$ cat src/rtl/uart_boot_loader_pkg.sv
// Shared types and constants for the UART boot loader.
package uart_boot_loader_pkg;

  typedef enum logic [2:0] {
    WAIT_MAGIC,
    LEN,
    DATA,
    WRITE,
    CHECK,
    DONE,
    ERROR
  } boot_state_t;

  localparam logic [7:0] BOOT_MAGIC = 8'hA5;
  localparam logic [7:0] BOOT_ACK   = 8'h4B;
  localparam logic [7:0] BOOT_NAK   = 8'h45;

  // Image checksum is a plain byte sum that wraps modulo 256.
  function automatic logic [7:0] sum8(input logic [7:0] acc, input logic [7:0] b);
    return acc + b;
  endfunction

endpackage

$ cat src/rtl/uart_boot_loader_rx_skid.sv
// One-entry byte buffer between the UART receiver strobe and the loader FSM.
// A byte that arrives while the entry is full and not being drained is lost.
module boot_rx_skid (
  input  logic       clk,
  input  logic       rst,
  input  logic       in_valid,
  input  logic [7:0] in_data,
  input  logic       consume,
  output logic       buf_valid,
  output logic [7:0] buf_data,
  output logic       overrun
);

  logic       valid_q, valid_d;
  logic       ovr_q, ovr_d;
  logic [7:0] data_q, data_d;

  always_comb begin
    valid_d = valid_q;
    data_d  = data_q;
    ovr_d   = ovr_q;
    if (consume) valid_d = 1'b0;
    if (in_valid) begin
      if (!valid_q || consume) begin
        valid_d = 1'b1;
        data_d  = in_data;
      end else begin
        ovr_d = 1'b1;
      end
    end
  end

  always_ff @(posedge clk) begin
    if (rst) begin
      valid_q <= 1'b0;
      ovr_q   <= 1'b0;
    end else begin
      valid_q <= valid_d;
      ovr_q   <= ovr_d;
    end
    data_q <= data_d;
  end

  assign buf_valid = valid_q;
  assign buf_data  = data_q;
  assign overrun   = ovr_q;

endmodule

$ cat src/rtl/uart_boot_loader.sv
// UART-fed boot loader: parses an A5/len/payload/checksum image into memory over AXI4-lite.
// Optional byte echo and ACK/NAK reply enabled by defining UART_BOOT_LOADER_ECHO_EN.
module uart_boot_loader
  import uart_boot_loader_pkg::*;
#(
  parameter logic [63:0] BASE_ADDR = 64'h0,
  parameter int          MAX_BYTES = 65536,
  parameter int          ADDR_W    = 64
) (
  input  logic              clk,
  input  logic              rst,
  input  logic              rx_valid,
  input  logic [7:0]        rx_data,
  output logic [ADDR_W-1:0] awaddr,
  output logic              awvalid,
  input  logic              awready,
  output logic [63:0]       wdata,
  output logic [7:0]        wstrb,
  output logic              wvalid,
  input  logic              wready,
  input  logic              bvalid,
  input  logic [1:0]        bresp,
  output logic              bready,
  output logic              cpu_hold,
  output logic              load_done,
  output logic              load_error,
  output logic              rx_overrun
`ifdef UART_BOOT_LOADER_ECHO_EN
  ,
  output logic              tx_valid,
  output logic [7:0]        tx_data,
  input  logic              tx_ready
`endif
);

  boot_state_t state_q, state_d;

  logic              buf_valid;
  logic [7:0]        buf_data;
  logic              consume;
  logic              echo_stall;

  logic [1:0]        len_cnt_q, len_cnt_d;
  logic [23:0]       len_q, len_d;
  logic [31:0]       rem_q, rem_d;
  logic [31:0]       word_idx_q, word_idx_d;
  logic [2:0]        lane_q, lane_d;
  logic [7:0]        sum_q, sum_d;
  logic [63:0]       wdata_q, wdata_d;
  logic [7:0]        wstrb_q, wstrb_d;
  logic [ADDR_W-1:0] awaddr_q, awaddr_d;
  logic              awvalid_q, awvalid_d;
  logic              wvalid_q, wvalid_d;
  logic              bready_q, bready_d;

  logic [31:0]       len_word;
  logic              word_last;
  logic              b_fire;

  boot_rx_skid u_skid (
    .clk       (clk),
    .rst       (rst),
    .in_valid  (rx_valid),
    .in_data   (rx_data),
    .consume   (consume),
    .buf_valid (buf_valid),
    .buf_data  (buf_data),
    .overrun   (rx_overrun)
  );

  // Length arrives LSB first, so each new byte lands in the top and shifts down.
  assign len_word  = {buf_data, len_q};
  assign word_last = (lane_q == 3'd7) || (rem_q == 32'd1);
  assign b_fire    = bready_q && bvalid;

  always_ff @(posedge clk) begin
    if (rst) begin
      state_q   <= WAIT_MAGIC;
      awvalid_q <= 1'b0;
      wvalid_q  <= 1'b0;
      bready_q  <= 1'b0;
      wdata_q   <= 64'h0;
      wstrb_q   <= 8'h0;
      awaddr_q  <= ADDR_W'(BASE_ADDR);
    end else begin
      state_q   <= state_d;
      awvalid_q <= awvalid_d;
      wvalid_q  <= wvalid_d;
      bready_q  <= bready_d;
      wdata_q   <= wdata_d;
      wstrb_q   <= wstrb_d;
      awaddr_q  <= awaddr_d;
    end
    len_cnt_q  <= len_cnt_d;
    len_q      <= len_d;
    rem_q      <= rem_d;
    word_idx_q <= word_idx_d;
    lane_q     <= lane_d;
    sum_q      <= sum_d;
  end

  always_comb begin
    state_d = state_q;
    case (state_q)
      WAIT_MAGIC: if (consume && buf_data == BOOT_MAGIC) state_d = LEN;
      LEN: begin
        if (consume && len_cnt_q == 2'd3) begin
          if (len_word > 32'(MAX_BYTES)) state_d = ERROR;
          else if (len_word == 32'd0)    state_d = CHECK;
          else                           state_d = DATA;
        end
      end
      DATA:  if (consume && word_last) state_d = WRITE;
      WRITE: begin
        if (b_fire) begin
          if (bresp != 2'b00)     state_d = ERROR;
          else if (rem_q == 32'd0) state_d = CHECK;
          else                     state_d = DATA;
        end
      end
      CHECK: if (consume) state_d = (buf_data == sum_q) ? DONE : ERROR;
      default: state_d = state_q;
    endcase
  end

  always_comb begin
    len_cnt_d  = len_cnt_q;
    len_d      = len_q;
    rem_d      = rem_q;
    word_idx_d = word_idx_q;
    lane_d     = lane_q;
    sum_d      = sum_q;
    wdata_d    = wdata_q;
    wstrb_d    = wstrb_q;
    awaddr_d   = awaddr_q;
    awvalid_d  = awvalid_q && !awready;
    wvalid_d   = wvalid_q && !wready;
    bready_d   = bready_q && !bvalid;
    // Open the response phase once the last outstanding address/data handshake completes.
    if ((awvalid_q || wvalid_q) && !awvalid_d && !wvalid_d) bready_d = 1'b1;
    case (state_q)
      WAIT_MAGIC: begin
        if (consume) begin
          len_cnt_d = 2'd0;
          sum_d     = 8'h0;
        end
      end
      LEN: begin
        if (consume) begin
          len_d     = len_word[31:8];
          len_cnt_d = len_cnt_q + 2'd1;
          if (len_cnt_q == 2'd3) begin
            rem_d      = len_word;
            word_idx_d = 32'd0;
            lane_d     = 3'd0;
            sum_d      = 8'h0;
            wdata_d    = 64'h0;
            wstrb_d    = 8'h0;
          end
        end
      end
      DATA: begin
        if (consume) begin
          wdata_d[{lane_q, 3'b000} +: 8] = buf_data;
          wstrb_d[lane_q]                = 1'b1;
          sum_d                          = sum8(sum_q, buf_data);
          rem_d                          = rem_q - 32'd1;
          lane_d                         = lane_q + 3'd1;
          if (word_last) begin
            awvalid_d = 1'b1;
            wvalid_d  = 1'b1;
            awaddr_d  = ADDR_W'(BASE_ADDR) + ADDR_W'({word_idx_q, 3'b000});
          end
        end
      end
      WRITE: begin
        if (b_fire && bresp == 2'b00) begin
          word_idx_d = word_idx_q + 32'd1;
          lane_d     = 3'd0;
          wdata_d    = 64'h0;
          wstrb_d    = 8'h0;
        end
      end
      default: ;
    endcase
  end

  always_comb begin
    consume    = buf_valid && !echo_stall && (state_q != WRITE);
    cpu_hold   = (state_q != DONE);
    load_done  = (state_q == DONE);
    load_error = (state_q == ERROR);
    awaddr     = awaddr_q;
    awvalid    = awvalid_q;
    wdata      = wdata_q;
    wstrb      = wstrb_q;
    wvalid     = wvalid_q;
    bready     = bready_q;
  end

`ifdef UART_BOOT_LOADER_ECHO_EN
  logic       tx_valid_q, tx_valid_d;
  logic [7:0] tx_data_q, tx_data_d;
  logic       ack_sent_q, ack_sent_d;

  // Bytes drained in the terminal states are discarded without echo; one ACK/NAK is sent instead.
  always_comb begin
    tx_valid_d = tx_valid_q && !tx_ready;
    tx_data_d  = tx_data_q;
    ack_sent_d = ack_sent_q;
    if (consume && state_q != DONE && state_q != ERROR) begin
      tx_valid_d = 1'b1;
      tx_data_d  = buf_data;
    end else if ((state_q == DONE || state_q == ERROR) && !ack_sent_q && !tx_valid_d) begin
      tx_valid_d = 1'b1;
      tx_data_d  = (state_q == DONE) ? BOOT_ACK : BOOT_NAK;
      ack_sent_d = 1'b1;
    end
  end

  always_ff @(posedge clk) begin
    if (rst) begin
      tx_valid_q <= 1'b0;
      ack_sent_q <= 1'b0;
    end else begin
      tx_valid_q <= tx_valid_d;
      ack_sent_q <= ack_sent_d;
    end
    tx_data_q <= tx_data_d;
  end

  assign tx_valid   = tx_valid_q;
  assign tx_data    = tx_data_q;
  assign echo_stall = tx_valid_q;
`else
  assign echo_stall = 1'b0;
`endif

endmodule
$ cat config.mk
export PLATFORM = sky130hd
export DESIGN_NAME = uart_boot_loader
export DESIGN_NICKNAME = d
export VERILOG_FILES = /design/src/rtl/uart_boot_loader_pkg.sv /design/src/rtl/uart_boot_loader_rx_skid.sv /design/src/rtl/uart_boot_loader.sv
export SDC_FILE = /design/constraint.sdc
export NUM_CORES = 1
export LEC_CHECK = 0
export ABC_AREA = 0
export CORE_ASPECT_RATIO = 1.2
export CORE_MARGIN = 2
export CORE_UTILIZATION = 53
export CTS_BUF_LIST = sky130_fd_sc_hd__clkbuf_2
export DETAILED_ROUTE_END_ITERATION = 10
export PLACE_DENSITY = 0.77
export SLEW_MARGIN = 20
export SYNTH_ARGS = -nofsm -noshare
export SYNTH_HDL_FRONTEND = slang
export SYNTH_SLANG_ARGS = --single-unit
$ cat constraint.sdc
create_clock -name clk -period 4.1 [get_ports clk]
set_input_delay 0.82 -clock clk [delete_from_list [all_inputs] [get_ports clk]]
set_output_delay 0.82 -clock clk [all_outputs]
set_load 0.05 [all_outputs]
After elaboration in Yosys (flattened, before gate mapping)
Cells that the tools add are included.
{"block": "op_classes", "add_sub_neg": 6, "order_cmp": 3, "eq_ne": 23, "shift": 2, "mux": 53, "n_bitwise": 2, "n_reduce_logical": 42}
{"cell": "two-way mux 64 bit", "n": 4}
{"cell": "two-way mux 32 bit", "n": 6}
{"cell": "case mux 64 bit (3 select lines)", "n": 1}
{"cell": "case mux 32 bit (2 select lines)", "n": 2}
{"cell": "bitwise mux 64 bit", "n": 1}
{"cell": "zero test 32 bit", "n": 2}
{"cell": "variable shift 8 x 8 -> 64 bit, first input constant", "n": 1}
{"cell": "variable part select 8 x 8 -> 64 bit", "n": 1}
{"cell": "two-way mux 8 bit", "n": 6}
{"cell": "case mux 8 bit (3 select lines)", "n": 2}
{"cell": "two-way mux 3 bit", "n": 13}
{"cell": "adder 32 x 1 -> 32 bit, second input constant", "n": 1}
{"cell": "== test 32 x 1 -> 1 bit, second input constant", "n": 1}
{"cell": "greater-than comparator 32 x 17 -> 1 bit, second input constant", "n": 1}
{"cell": "subtractor 32 x 1 -> 32 bit, second input constant", "n": 1}
{"cell": "inequality test 2 bit, second input constant", "n": 10}
{"cell": "case mux 3 bit (5 select lines)", "n": 1}
{"cell": "== test 3 bit, second input constant", "n": 4}
{"cell": "logical AND 1 bit", "n": 12}
{"cell": "two-way mux 1 bit", "n": 11}
{"cell": "AND reduction 5 bit", "n": 2}
{"cell": "case mux 3 bit (3 select lines)", "n": 1}
{"cell": "adder 8 bit", "n": 1}
{"cell": "== test 8 bit", "n": 1}
{"cell": "27 further kinds", "n": 45}
{"block": "totals", "ff_bits": 221, "input_bits": 16}

Logic depth before layout (Yosys ltp)
{"block": "logic_depth", "word_depth": 7, "depth_mapped": 10}

Hierarchy
Synthesis repeated with hierarchy kept, for this count alone.
{"block": "hier_totals", "cells_unflattened": 1034, "area_unflattened_um2": 10353.7}
{"module": "uart_boot_loader", "n_inst": 1, "cells_per_inst": 1018, "area_each_um2": 10024.6, "seq_area_each_um2": 5235.0}
{"module": "boot_rx_skid", "n_inst": 1, "cells_per_inst": 16, "area_each_um2": 329.1, "seq_area_each_um2": 280.3}

Least setup slack after synthesis
No wires, ideal clock.
{"block": "synth_timing", "path_kind": "register -> register", "start": "register state_q[2]", "end": "register len_q[0], enable pin", "arrival_time_ps": 2752, "required_ps": 3660, "slack_ps": 907, "stages_incl_launch_ff": 6, "synth_period_minus_slack_ps": 3193, "cell_sequence": "dfxtp_1 > buf_2 > inv_1 > clkbuf_1 > nand2_1 > nor3b_1"}
{"block": "synth_between", "elab_chain_cells": 3}
{"element": "start, declared", "line": "uart_boot_loader.sv:36", "text": "boot_state_t state_q, state_d;"}
{"element": "start signal, assigned", "line": "uart_boot_loader.sv:86", "text": "state_q <= state_d;"}
{"element": "inequality test 3 x 2 -> 1 bit", "line": "uart_boot_loader.sv:189", "text": "consume = buf_valid && !echo_stall && (state_q != WRITE);"}
{"element": "logical AND 1 bit", "line": "uart_boot_loader.sv:189"}
{"element": "AND reduction 2 bit (no source line) *"}
{"element": "end signal, assigned", "line": "uart_boot_loader.sv:95", "text": "len_q <= len_d;"}
{"element": "end, declared", "line": "uart_boot_loader.sv:44", "text": "logic [23:0] len_q, len_d;"}
Mark *: on every way between the ends. The rest lies on a longest branch, timed or not.
A chain may end at the register's enable or synchronous reset.

Final worst setup path
{"block": "layout_timing", "start": "register state_q[1]", "end": "output load_error"}
{"block": "layout_between", "elab_chain_cells": 1}
{"element": "== test 3 bit", "line": "uart_boot_loader.sv:192", "text": "load_error = (state_q == ERROR);"}
{"element": "end, declared", "line": "uart_boot_loader.sv:26", "text": "output logic load_error,"}
Every way passes these cells.

==> impl_metrics.json <==
{
  "worstSkewPairLatency_ns": 0.83,
  "ys_seq_elements": 221,
  "fmax_mhz": 285,
  "fin_util": 0.632,
  "slowest_stage": "clkdlybuf4s50_1",
  "yosysTopAreaCellShare": 0.322,
  "finalSetupTns_ns": 0,
  "cts_tree": "built",
  "synth.yosys.seq_area_share": 0.543,
  "root_buffer": "clkbuf_2",
  "via_per_inst": 5.45,
  "synth-main-ff-cell": "dfxtp_1",
  "netlist_area_um2": 10200,
  "total_power_w": 0.00461,
  "drive_above_1_share": 0.0947,
  "start_util": 0.539,
  "netlist_top_cells_count": "112 x dfxtp_1, 109 x edfxtp_1, 108 x nand2_1, 108 x nor2_1, 67 x mux2i_1",
  "slew_headroom": 0.266,
  "cts_resized": 0,
  "io_buffers": 126,
  "gr-usage-all-layers": 0.236,
  "arrival_ns": 2.69,
  "holdBufCountCts": 0,
  "antenna_found_initial": 1,
  "dr.pass1.iters": 6,
  "cp_cell_sequence": "nor2b_1, and2_1, clkdlybuf4s50_1",
  "path_clk_slew_ns": 0.10,
  "wire_per_inst_um": 17.0,
  "globalplace.congestion": 0.891,
  "async_reset_ff_frac": 0,
  "grt.overflow.total": 0,
  "post_cts_buffers": 0,
  "core_area_um2": 18900,
  "hold_violations": 0,
  "drv_cap": 0,
  "worst-setup-path-type": "reg -> out",
  "die_y_um": 156,
  "worst_slew_pin_slew_ns": 1.10,
  "hold_class": "reg -> reg",
  "ys_top_cells_by_area": "edfxtp_1 32%, dfxtp_1 22%, mux2i_1 6.6%",
  "setup_violations": 0,
  "dieArea_um2": 20300,
  "cp-start-kind": "register",
  "power.density_nw_per_um2": 387,
  "yosysWarnings": 0,
  "drt-initial-drc-count": 544,
  "cp-end-kind": "primary output",
  "cp_max_fo": 17,
  "rows": 55,
  "clock_skew_ns": 0.0721,
  "final_area_um2": 11900,
  "grt_pass1_vias": 7486,
  "finalCritPeriodShare": 0.857,
  "numCtsBuffers": 53,
  "synthesis.instances": 974,
  "clk_path_buf_depth": 3,
  "syn_avg_cell_area_um2": 10.4,
  "cp_slowest_stage_delay_ns": 0.81,
  "static-leakage-power_nw": 4.46,
  "synth.most_common_cell": "dfxtp_1",
  "die_w_um": 130,
  "rsz0062_at_grt": "no",
  "area_growth_pct": 17.3,
  "clkSinkCount": 221,
  "wl_mm": 23.9,
  "vdd_drop_max_mv": 0.261,
  "min_period_ns": 3.51,
  "grt_max_degree": 73,
  "grt_pass1_wl_mm": 38.0,
  "drc_errors": 0,
  "status": "finished clean",
  "h-tree-depth": 2,
  "dp_hpwl_mm": 16.3,
  "ant_nets": 0,
  "synth_cell_types": 63,
  "finalMaxSlewViolations": 0,
  "placed_area_um2": 11500,
  "num_io_pins": 159,
  "synth-edff-count": 109,
  "dr_total_vias": 7671,
  "yosysTopAreaCell": "edfxtp_1",
  "fin_nets": 1147,
  "cp_data_required_time_ns": 3.28
}
## flip-flops by register name, indices dropped and copies added, names as in the netlist
name,flops
awaddr,32
awvalid,1
bready,1
lane_q,3
len_cnt_q,2
len_q,24
rem_q,32
state_q,3
sum_q,8
u_skid.buf_data,8
u_skid.buf_valid,1
u_skid.overrun,1
wdata,64
word_idx_q,32
wstrb,8
wvalid,1
## power breakdown
part	switching (W)	total [W]	internal (W)	leakage [nW]
Sequential	0.000106	0.00253	0.00243	1.87
Combinational	0.000474	0.000699	0.000226	2.24
Clock	0.000868	0.00138	0.000510	0.350
## worst max-delay path: cells and delay by family, from the launching register on
family	cells	cell delay [ns]
buffers and inverters	1	0.81
flip-flops	1	0.70
AND/OR/NAND/NOR	2	0.42
## layout make-up
type                    count  area, µm²
diodes                      1       2.50
clock buffers              79        395
clock inverters            15       60.1
fillers                  1601       6940
inverters                  22       82.6
multi-input cells         678       4210
flip-flops and latches    221       5520
well taps                 256        320
repair buffers            136       1330
## stage by stage
| step | cells | hold WS, ns | setup WS, ns |
|---|---|---|---|
| 2_1_floorplan | 1005 | 0.424 | 0.907 |
| 3_3_place_gp | 1313 | 0.446 | 0.781 |
| 3_5_place_dp | 1313 | 0.448 | 0.716 |
| 4_1_cts | 1407 | 0.466 | 0.540 |
| 5_1_grt | 1408 | 0.484 | 0.401 |
| 6_report | 1408 | 0.454 | 0.586 |
## path summary, 6_finish.rpt
path | start | end | slack (ns) | cells after the start
max | state_q[1] | load_error | 0.59 | 3
min | len_q[19] | len_q[11] | 0.45 | 0
max reg2reg | lane_q[0] | wdata[39] | 1.14 | 8
min reg2reg | len_q[19] | len_q[11] | 0.45 | 0
## logic make-up after synthesis
kind of cell,share of synthesized area
fa+ha+maj,0.0241
compound gates,0.0708
buf+inv,0.0559
xor+xnor,0.0517
mux,0.0660
other cells,0.000369
simple gates,0.188
flops,0.543
## metal layers
layer | wire length, µm | track usage | up-vias | part of all wire
met2 | 11900 | 0.390 | 254 | 0.50
met5 | 0 | 0 | - | 0
met3 | 1830 | 0.0682 | 54 | 0.076
met4 | 641 | 0.0942 | 0 | 0.027
li1 | - | - | 3693 | -
met1 | 9500 | 0.292 | 3670 | 0.40
## cells in the final DEF, fill, tap and decap left out, types with 24 or more instances in the layout
cell type          n
dfxtp_1          112
clkbuf_2          79
xnor2_1           40
conb_1            32
a21oi_1           24
nand3_1           38
mux2i_1           67
o21ai_0           34
nor2_1           107
nor3_1            25
edfxtp_1         109
clkdlybuf4s50_1  125
nand2_1          107
No activity file was read; power rests on OpenSTA's default activity.
